[config.mk]
export PLATFORM = sky130hd
export DESIGN_NAME = chan_prefix_eval_pipe
export DESIGN_NICKNAME = d
export VERILOG_FILES = /design/src/rtl/chan_prefix_eval_pipe.sv
export SDC_FILE = /design/constraint.sdc
export NUM_CORES = 1
export LEC_CHECK = 0
export CORE_MARGIN = 5
export CORE_UTILIZATION = 33
export DETAILED_ROUTE_END_ITERATION = 8
export SYNTH_ARGS = -nofsm -noshare
export SYNTH_HDL_FRONTEND = slang
export SYNTH_SLANG_ARGS = --single-unit
[constraint.sdc]
create_clock -name clk -period 3 [get_ports clk]
set_clock_uncertainty 0.05 [all_clocks]
set_input_delay 0.9 -clock clk [delete_from_list [all_inputs] [get_ports clk]]
set_output_delay 0.9 -clock clk [all_outputs]
set_load 0.02 [all_outputs]
[src/rtl/chan_prefix_eval_pipe.sv]
// Per-channel source select and gate, then a run-time XOR/OR/AND prefix across channels.
// Two registered stages with valid/ready flow control and a saturating nonzero-result counter.
module chan_prefix_eval_pipe #(
  parameter int CH    = 4,
  parameter int W     = 1,
  parameter int CNT_W = 8
) (
  input  logic                clk,
  input  logic                rst_n,
  input  logic                in_valid,
  output logic                in_ready,
  input  logic [W-1:0]        src_a,
  input  logic [W-1:0]        src_b,
  input  logic [W-1:0]        src_c,
  input  logic [W-1:0]        src_d,
  input  logic [2*CH-1:0]     sel,
  input  logic [CH-1:0]       en,
  input  logic [1:0]          mode,
  output logic                out_valid,
  input  logic                out_ready,
  output logic [CH*W-1:0]     prefix,
  output logic [W-1:0]        total,
  output logic                nz_flag,
  output logic [CNT_W-1:0]    nz_count
);

  localparam logic [1:0] MODE_XOR = 2'd0;
  localparam logic [1:0] MODE_OR  = 2'd1;
  localparam logic [1:0] MODE_AND = 2'd2;

  localparam logic [CNT_W-1:0] CNT_MAX = {CNT_W{1'b1}};

  logic                s1_valid;
  logic [CH*W-1:0]     s1_terms;
  logic [1:0]          s1_mode;
  logic                s2_valid;

  logic [CH*W-1:0]     terms_next;
  logic [CH*W-1:0]     prefix_next;
  logic [W-1:0]        red_acc;

  logic                s1_load;
  logic                s2_load;
  logic                out_pop;

  assign s2_load   = s1_valid && (!s2_valid || out_ready);
  assign in_ready  = !s1_valid || s2_load;
  assign s1_load   = in_valid && in_ready;
  assign out_valid = s2_valid;
  assign out_pop   = s2_valid && out_ready;

  // Gated per-channel source mux, evaluated only for capture into stage 1.
  always_comb begin
    terms_next = '0;
    for (int i = 0; i < CH; i++) begin
      if (en[i]) begin
        case (sel[2*i +: 2])
          2'd0:    terms_next[W*i +: W] = src_a;
          2'd1:    terms_next[W*i +: W] = src_b;
          2'd2:    terms_next[W*i +: W] = src_c;
          default: terms_next[W*i +: W] = src_d;
        endcase
      end
    end
  end

  // Linear prefix chain over the captured terms; reserved mode falls back to XOR.
  always_comb begin
    prefix_next = '0;
    red_acc     = s1_terms[0 +: W];
    prefix_next[0 +: W] = red_acc;
    for (int i = 1; i < CH; i++) begin
      case (s1_mode)
        MODE_OR:  red_acc = red_acc | s1_terms[W*i +: W];
        MODE_AND: red_acc = red_acc & s1_terms[W*i +: W];
        default:  red_acc = red_acc ^ s1_terms[W*i +: W];
      endcase
      prefix_next[W*i +: W] = red_acc;
    end
  end

  always_ff @(posedge clk or negedge rst_n) begin
    if (!rst_n) begin
      s1_valid <= 1'b0;
      s1_terms <= '0;
      s1_mode  <= MODE_XOR;
    end else begin
      if (s1_load) begin
        s1_valid <= 1'b1;
        s1_terms <= terms_next;
        s1_mode  <= mode;
      end else if (s2_load) begin
        s1_valid <= 1'b0;
      end
    end
  end

  always_ff @(posedge clk or negedge rst_n) begin
    if (!rst_n) begin
      s2_valid <= 1'b0;
      prefix   <= '0;
    end else begin
      if (s2_load) begin
        s2_valid <= 1'b1;
        prefix   <= prefix_next;
      end else if (out_pop) begin
        s2_valid <= 1'b0;
      end
    end
  end

  assign total   = prefix[W*(CH-1) +: W];
  assign nz_flag = |total;

  always_ff @(posedge clk or negedge rst_n) begin
    if (!rst_n) begin
      nz_count <= '0;
    end else if (out_pop && nz_flag && (nz_count != CNT_MAX)) begin
      nz_count <= nz_count + CNT_W'(1);
    end
  end

endmodule
==> flow_metrics.tcl, run 1 <==
set metrics [dict create \
    status "finished clean" \
    switchingPower_uw 341 \
    cp-start-kind "primary input" \
    relSlewSlack_pct 74.6 \
    setup_viol 0 \
    cts_tree "done" \
    synth_compound_area_share_pct 7.19 \
    grt_pass1_vias 930 \
    vias 868 \
    met3_usage_pct 3.33 \
    grt_max_degree 21 \
    fp-row-count 21 \
    clock_sinks 20 \
    dpl_cell_area_mm2 0.00160 \
    whs_ns 0.457 \
    vias_per_cell 4.52 \
    reg2reg_depth 12 \
    antenna_found_initial 0 \
    fin_crit_ns 2.80 \
    cts_setup_buffers 0 \
    hold_class "flip-flop to flip-flop" \
    drtAntennaViolNets 0 \
    min_path_cells 2 \
    grt_pass1_wl_mm 3.85 \
    max_cap_violations 0 \
    fin_nets 178 \
    r2r_setup_slack_ns 0.39 \
    synth.distinct_cells 29 \
    hpwl_mm 1.89 \
    place_ws_ns -0.0779 \
    min_to "prefix[0]" \
    final_hold_viol_count 0 \
    fin_ws_ns 0.199 \
    diodes 0 \
    grt_usage_pct 9.78 \
    power_leakage_uw 0.000711 \
    critPathRequiredTime_ns 2.05 \
    clk_transition_reported_paths_ns 0.10 \
    chipHeight_um 69.4 \
    muxShareOfSynthArea_pct 15.2 \
    r2r_start "s1_mode[0]" \
    syn_inst 105 \
    core_mm2 0.00339 \
    r2r_end "prefix[3]" \
    tightest_slew_ns 0.376 \
    end_kind "primary output" \
    synth_top_family_by_area "simple AND/OR/NAND/NOR gates" \
    grt_util_met2_pct 18.8 \
    yosys_warnings 0 \
    use_met1_pct 9.68 \
    cts-buffers-inserted 3 \
    cp.arrival_ns 1.85 \
    io_pins 38 \
    area_growth_pct 39.2 \
    crit_fanout 2 \
    synth_edf_count 0 \
    avgSynthCellArea_um2 11.1 \
    final_area_mm2 0.00162 \
    dr.pass1.iters 4 \
    rsz0062_at_grt "false" \
    power_frac_seq_pct 42.8 \
    holdCritStartpoint "prefix[0]" \
    syn_nets 135 \
    totalWireLength_mm 2.20 \
    ctsHtreeMaxLevel 1 \
    synth_seq_cells 20 \
    ir_drop_uv 150 \
    pwr-share-clk_pct 12.9 \
    drive_gt1_share_pct 17.1 \
    synth-xor-area-share_pct 3.76 \
    drv_slew 0 \
    netlist_area_mm2 0.00117 \
    synth-seq-area-share_pct 42.9 \
    port_buffers 37 \
    powerDensity_mw_per_mm2 577 \
    p_comb_share_pct 44.3 \
    busiest_layer "met2" \
    drtIter0Drc 32 \
    sw_frac_of_total_pct 36.4 \
    power_uw 936 \
    max-clock-path-buffers 2 \
    max_freq_mhz 357 \
    synthSimpleGateAreaFrac_pct 17.5 \
    grt-ovfl-total 0 \
    synthArstFlopShare_pct 100 \
    wl_per_cell_um 11.4 \
    die_area_mm2 0.00482 \
    synth-adder-area-share_pct 8.58 \
    drt_drc_violations_left 0 \
    post-route-period-util_pct 93.4 \
    crit_type "primary input to primary output" \
    dieWidth_um 69.4 \
    clk_latency_ns 0.29 \
    root_buffer "clkbuf_4" \
    place.gp.congestion 0.752 \
    power.internal_uw 595 \
    synth_flop_cell "dfrtp_1" \
    start_util_pct 34.4 \
]
-- synthesized netlist by cell type, types with 3 or more instances --
cell	count	share of area (%)
nor2_1	3	0.97
xor2_1	3	2.3
dfrtp_1	20	43
nand2_1	16	5.2
mux4_2	4	7.7
o21ai_0	7	3.0
inv_1	11	3.5
mux2_2	5	4.8
ha_1	8	8.6
-- logic make-up (layout without fill, tap and decap cells) --
group                      count (synthesis)  count (layout)
and+or+nand+nor                           34              34
DFF                                       20              20
AOI/OAI and AO/OA                         13              13
adders and majority gates                  8               8
xor gates and xnor gates                   5               5
muxes                                     12              12
buffers and inverters                     13              54
-- power groups by stage --
stage	registers, uW	logic, uW	clock network (uW)
floorplan	455	190	0
global placement	405	415	0
detailed placement	408	422	0
CTS	402	423	130
global route	413	450	141
finish	400	415	120
-- flip-flops by register name, summed over array words and instances (netlist names) --
register,count
out_valid,1
s1_mode,2
nz_count,8
prefix,4
s1_terms,4
s1_valid,1
-- layout make-up --
type                    count  area, um2
clock buffers               3       22.5
repair buffers             40        392
flip-flops and latches     20        500
multi-input cells          72        609
well taps                  46       57.6
fillers                   321       1770
inverters                  11       41.3
-- worst max path at each step --
stage	start	end
2_1_floorplan	s1_mode[0]	prefix[3]
3_3_place_gp	out_ready	in_ready
3_5_place_dp	out_ready	in_ready
4_1_cts	out_ready	in_ready
5_1_grt	s1_mode[0]	prefix[3]
6_report	out_ready	in_ready
-- worst max-delay path, stage by stage --
cell and delay [ns]:
clkdlybuf4s50_1 0.48, nand3b_1 0.13, dlygate4sd2_1 0.34
-- stage by stage --
stage                     setup TNS, ns  util (%)  instances
after global routing                  0      47.9        192
after floorplan                       0         -        105
after global placement          -0.0550      47.2        189
after CTS                             0      47.9        192
final                                 0      47.9        192
after detailed placement        -0.0779      47.2        189
-- routing by layer --
| layer | part of all wire, % | vias up | routed length (um) |
|---|---|---|---|
| met3 | 7.9 | 0 | 174 |
| met1 | 37 | 397 | 823 |
| li1 | - | 441 | - |
| met5 | 0 | - | 0 |
| met4 | 0 | 0 | 0 |
| met2 | 55 | 30 | 1200 |
-- repair_timing --
action                                 in CTS  in global routing
endpoints found under the hold margin       0                  0
resized for setup                           1                  0
hold buffers                                0                  0
setup endpoints to repair                   1                  0
-- placed cells by master (no fill, tap or decap), drive strengths merged --
cell type and count:
clkdlybuf4s50 36, dfrtp 20, nand2 18, inv 11, ha 8, o21ai 8
mux2 6, mux4 4, nor2 4, xor2 3, clkbuf 3, buf 3
nor3 3, a22oi 2, mux2i 2, nand2b 2, a211oi 2, xnor2 2
nand4 2, nand3b 1, or2b 1, nand3 1, and3 1, a221o 1
nor3b 1, dlygate4sd2 1
Note: power is estimated with default switching activity, not from simulation.
==> inputs of run 2 (changes only) <==
--- a/config.mk
+++ b/config.mk
@@ -6,7 +6,8 @@
 export NUM_CORES = 1
 export LEC_CHECK = 0
 export CORE_MARGIN = 5
-export CORE_UTILIZATION = 33
+export CORE_UTILIZATION = 30
+export CTS_CLUSTER_SIZE = 28
 export DETAILED_ROUTE_END_ITERATION = 8
 export SYNTH_ARGS = -nofsm -noshare
 export SYNTH_HDL_FRONTEND = slang
==> run 2 against run 1 <==
Against the previous run:
- final cell count is 1.6% higher
- global-route usage is 0.29 points lower
- total power is 8.8% higher
- critical path type unchanged
==> flow_metrics.tcl, run 2 (same netlist as run 1, synthesis figures left out) <==
set metrics [dict create \
    status "finished clean" \
    totalWireLength_mm 2.30 \
    vias_per_cell 4.55 \
    drv_slew 0 \
    port_buffers 37 \
    place.gp.congestion 0.784 \
    reg2reg_depth 11 \
    drt_drc_violations_left 0 \
    final_common_cell "clkdlybuf4s50_1" \
    power_uw 1020 \
    critPathRequiredTime_ns 2.05 \
    cts_tree "done" \
    top_register "nz_count" \
    dr.pass1.iters 4 \
    max_freq_mhz 355 \
    r2r_end "prefix[3]" \
    fin_crit_ns 2.81 \
    max_stage_delay_ns 0.48 \
    diodes 0 \
    final_hold_viol_count 0 \
    tightest_slew_ns 0.426 \
    start_util_pct 31.4 \
    post-route-period-util_pct 93.8 \
    rsz0062_at_grt "false" \
    dieWidth_um 72.3 \
    grt_max_degree 21 \
    cts_setup_buffers 0 \
    grt_usage_pct 9.49 \
    fp-row-count 22 \
    vias 888 \
    r2r_setup_slack_ns 0.36 \
    multi_input_area_um2 609 \
    root_buffer "clkbuf_8" \
    area_growth_pct 42.2 \
    register_area_um2 500 \
    crit_fanout 2 \
    clk_latency_ns 0.26 \
    core_mm2 0.00372 \
    r2r_start "s1_mode[0]" \
    relSlewSlack_pct 71.3 \
    cts-buffers-inserted 3 \
    io_pins 38 \
    chipHeight_um 72.3 \
    cp-start-kind "primary input" \
    reg.largest.list "nz_count (8), prefix (4), s1_terms (4)" \
    postLayoutCoreUtil_pct 44.6 \
    hold_class "flip-flop to flip-flop" \
    drtAntennaViolNets 0 \
    powerDensity_mw_per_mm2 614 \
    die_area_mm2 0.00523 \
    grt-ovfl-total 0 \
    crit_start "out_ready" \
    ir_drop_uv 139 \
    fill_cells 362 \
    clk_transition_reported_paths_ns 0.08 \
    cp.arrival_ns 1.86 \
    power_leakage_uw 0.000726 \
    layout_common_cells "36 x clkdlybuf4s50_1, 20 x dfrtp_1, 16 x nand2_1" \
    end_kind "primary output" \
    grt_pass1_vias 912 \
    crit_type "primary input to primary output" \
    grt_pass1_wl_mm 3.95 \
    antenna_found_initial 0 \
    final_area_mm2 0.00166 \
    wl_per_cell_um 11.8 \
    ctsHtreeMaxLevel 1 \
    min_path_cells 2 \
    max-clock-path-buffers 2 \
    fin_nets 178 \
    drive_gt1_share_pct 17.7 \
    hpwl_mm 1.97 \
    whs_ns 0.443 \
    holdCritStartpoint "prefix[0]" \
    cp_cell_sequence "clkdlybuf4s50_1 > nand3b_1 > dlygate4sd2_1" \
    max_cap_violations 0 \
    dpl_cell_area_mm2 0.00160 \
    min_to "prefix[0]" \
    drtIter0Drc 11 \
    cp_slowest_cell "clkdlybuf4s50_1" \
    ctsHoldBuffers 0 \
    clock_sinks 20 \
    setup_viol 0 \
    largest_register_ffs 8 \
]
==> run 2: cell count changes in the layout (fill, tap and decap cells not counted) <==
cell | before | now
clkbuf_8 | 0 | 4
clkbuf_4 | 3 | 0
==> run 2: per-stage QoR <==
step                      TNS [ns]  worst slack [ns]  instances
after floorplan                  0             0.688        105
after global placement     -0.0529           -0.0529        191
after detailed placement   -0.0945           -0.0945        191
after CTS                        0             0.175        195
after global routing             0             0.115        195
final                            0             0.185        195
==> run 2: how the worst max path moves through the flow <==
stage	end	slack, ns	cells past startpoint
global route	in_ready	0.11	3
global placement	in_ready	-0.05	3
floorplan	prefix[3]	0.69	11
detailed placement	in_ready	-0.09	3
CTS	in_ready	0.18	3
finish	in_ready	0.19	3
==> run 2: worst max-delay path: cells and delay by family <==
family / cells / cell delay, ns
buffers and inverters: 2 / 0.82
and+or+nand+nor: 1 / 0.14
==> run 2: where the power goes <==
| group | switching [uW] | internal [uW] | total (uW) | leakage (uW) |
|---|---|---|---|---|
| clock network | 87.3 | 117 | 204 | 0.0000288 |
| registers | 71.6 | 329 | 401 | 0.000249 |
| logic | 194 | 219 | 413 | 0.000448 |
==> run 2: what timing repair did <==
item	in CTS	in global routing
endpoints found under the setup margin	1	0
hold endpoints to repair	0	0
resized for setup	1	0
==> run 2: area by class of cell <==
class,instances,area share [%]
Multi-Input combinational cell,72,36.8
Sequential cell,20,30.2
Timing Repair Buffer,40,23.6
Tap cell,48,3.62
Clock buffer,4,3.32
Inverter,11,2.49
==> run 2: layer usage <==
layer / GRT usage, % / routed length [um]
met1: 9.95 / 845
met2: 18.1 / 1260
met3: 2.08 / 165
met4: 3.76 / 31
met5: 0 / 0
==> inputs of run 3 (changes only) <==
--- a/config.mk
+++ b/config.mk
@@ -9,6 +9,8 @@
 export CORE_UTILIZATION = 30
 export CTS_CLUSTER_SIZE = 28
 export DETAILED_ROUTE_END_ITERATION = 8
+export RECOVER_POWER = 50
+export SKIP_LAST_GASP = 1
 export SYNTH_ARGS = -nofsm -noshare
 export SYNTH_HDL_FRONTEND = slang
 export SYNTH_SLANG_ARGS = --single-unit
==> run 3 against run 2 <==
Against the previous run:
- global-route usage unchanged
- sequential share of layout area up 0.32 points
- non-clock buffer count unchanged
- register-to-register slack about the same
- first-iteration DRC count unchanged
- core utilization down 0.47 points
- critical path type unchanged
==> flow_metrics.tcl, run 3 (same netlist as run 1, synthesis figures left out) <==
set metrics [dict create \
    status "finished clean" \
    final_hold_viol_count 0 \
    fin_crit_ns 2.81 \
    fin_ws_ns 0.193 \
    power.internal_uw 660 \
    layout_common_cells "35 x clkdlybuf4s50_1, 20 x dfrtp_1, 18 x nand2_1" \
    root_buffer "clkbuf_8" \
    grt-ovfl-total 0 \
    io_pins 38 \
    max_freq_mhz 356 \
    end_kind "primary output" \
    clk_transition_reported_paths_ns 0.08 \
    switchingPower_uw 351 \
    wl_per_cell_um 11.8 \
    powerDensity_mw_per_mm2 616 \
    dr.pass1.iters 4 \
    hpwl_mm 1.97 \
    core_mm2 0.00372 \
    route.met3.wl_um 182 \
    crit_fanout 2 \
    ir_drop_uv 138 \
    sw_frac_of_total_pct 34.7 \
    crit_type "primary input to primary output" \
    critical_path.top_delay_family "buffers and inverters" \
    drv_slew 0 \
    post_cts_resized 1 \
    relSlewSlack_pct 27.5 \
    cp_slowest_cell "clkdlybuf4s50_1" \
    cp.arrival_ns 1.86 \
    pwr-share-clk_pct 20.2 \
    grt_pass1_wl_mm 3.95 \
    hold_class "flip-flop to flip-flop" \
    power_frac_seq_pct 39.6 \
    worst-path-buf-inv 2 \
    power_uw 1010 \
    setup_tns_ns 0 \
    wl_met1_um 873 \
    grt_usage_pct 9.49 \
    largest_register_ffs 8 \
    start_util_pct 31.4 \
    final_common_cell "clkdlybuf4s50_1" \
    drtAntennaViolNets 0 \
    grt_pass1_vias 912 \
    reg.largest.list "nz_count (8), prefix (4), s1_terms (4)" \
    port_buffers 37 \
    final_area_mm2 0.00164 \
    die_area_mm2 0.00523 \
    critPathRequiredTime_ns 2.05 \
    drt_drc_violations_left 0 \
    area_growth_pct 40.7 \
    whs_ns 0.444 \
    cts_tree "done" \
    drtIter0Drc 11 \
    top_register "nz_count" \
    drive_gt1_share_pct 14.3 \
    dieWidth_um 72.3 \
    cp-start-kind "primary input" \
    p_comb_share_pct 40.3 \
    fin_nets 178 \
    ctsHtreeMaxLevel 1 \
    grt_max_degree 21 \
    setup_viol 0 \
    clk_latency_ns 0.26 \
    topRoutingLayerUsed "met4" \
    ctsHoldBuffers 0 \
    dpl_cell_area_mm2 0.00160 \
    vias 893 \
    max_stage_delay_ns 0.48 \
    wl_met2_mm 1.22 \
    vias_per_cell 4.58 \
    post-route-period-util_pct 93.6 \
    clock_sinks 20 \
    cp_cell_sequence "clkdlybuf4s50_1 > nand3b_1 > dlygate4sd2_1" \
    place.gp.congestion 0.784 \
    cts_setup_buffers 0 \
    diodes 0 \
    max_cap_violations 0 \
    power_leakage_uw 0.000720 \
    fp-row-count 22 \
    max-clock-path-buffers 2 \
    totalWireLength_mm 2.31 \
    antenna_found_initial 0 \
    tightest_slew_ns 1.09 \
    cts-buffers-inserted 3 \
    fill_cells 366 \
    rsz0062_at_grt "false" \
    r2r_setup_slack_ns 0.35 \
    place_ws_ns -0.0945 \
    chipHeight_um 72.3 \
]
## run 3: power by group through the flow
stage               combinational, uW  clock [uW]  sequential [uW]
detailed placement                421           0              409
global route                      447         230              416
finish                            407         204              400
CTS                               422         216              404
global placement                  414           0              406
floorplan                         190           0              455
## run 3: through the flow
stage | util, % | instances
final | 44.1 | 195
after global routing | 44.1 | 195
after CTS | 44.6 | 195
after detailed placement | 43.2 | 191
after global placement | 43.2 | 191
after floorplan | - | 105
## run 3: final timing paths
kind	startpoint	endpoint	depth (start not counted)
setup reg to reg	s1_mode[0]	prefix[3]	11
hold reg to reg	prefix[0]	prefix[0]	2
setup / recovery	out_ready	in_ready	3
max in group asynchronous	rst_n	s1_terms[3]	2
hold / removal	prefix[0]	prefix[0]	2
min in group asynchronous	rst_n	nz_count[2]	2
## run 3: cell type report
class	count	area (um2)	share of cell area, %
Multi-Input combinational cell	72	599	36.5
Sequential cell	20	500	30.5
Timing Repair Buffer	40	384	23.4
Tap cell	48	60.1	3.66
Clock buffer	4	55.1	3.36
Inverter	11	41.3	2.52
## run 3: worst min-delay path: cells and delay by family (launching register included)
| family | cells | cell delay (ns) |
|---|---|---|
| DFF | 1 | 0.36 |
| AOI/OAI and AO/OA | 1 | 0.06 |
| and+or+nand+nor | 1 | 0.05 |
## run 3: per-layer routing
layer / global-route usage (%) / vias to the layer above
li1: - / 443
met1: 9.95 / 409
met2: 18.1 / 37
met3: 2.08 / 4
met4: 3.76 / 0
met5: 0 / -
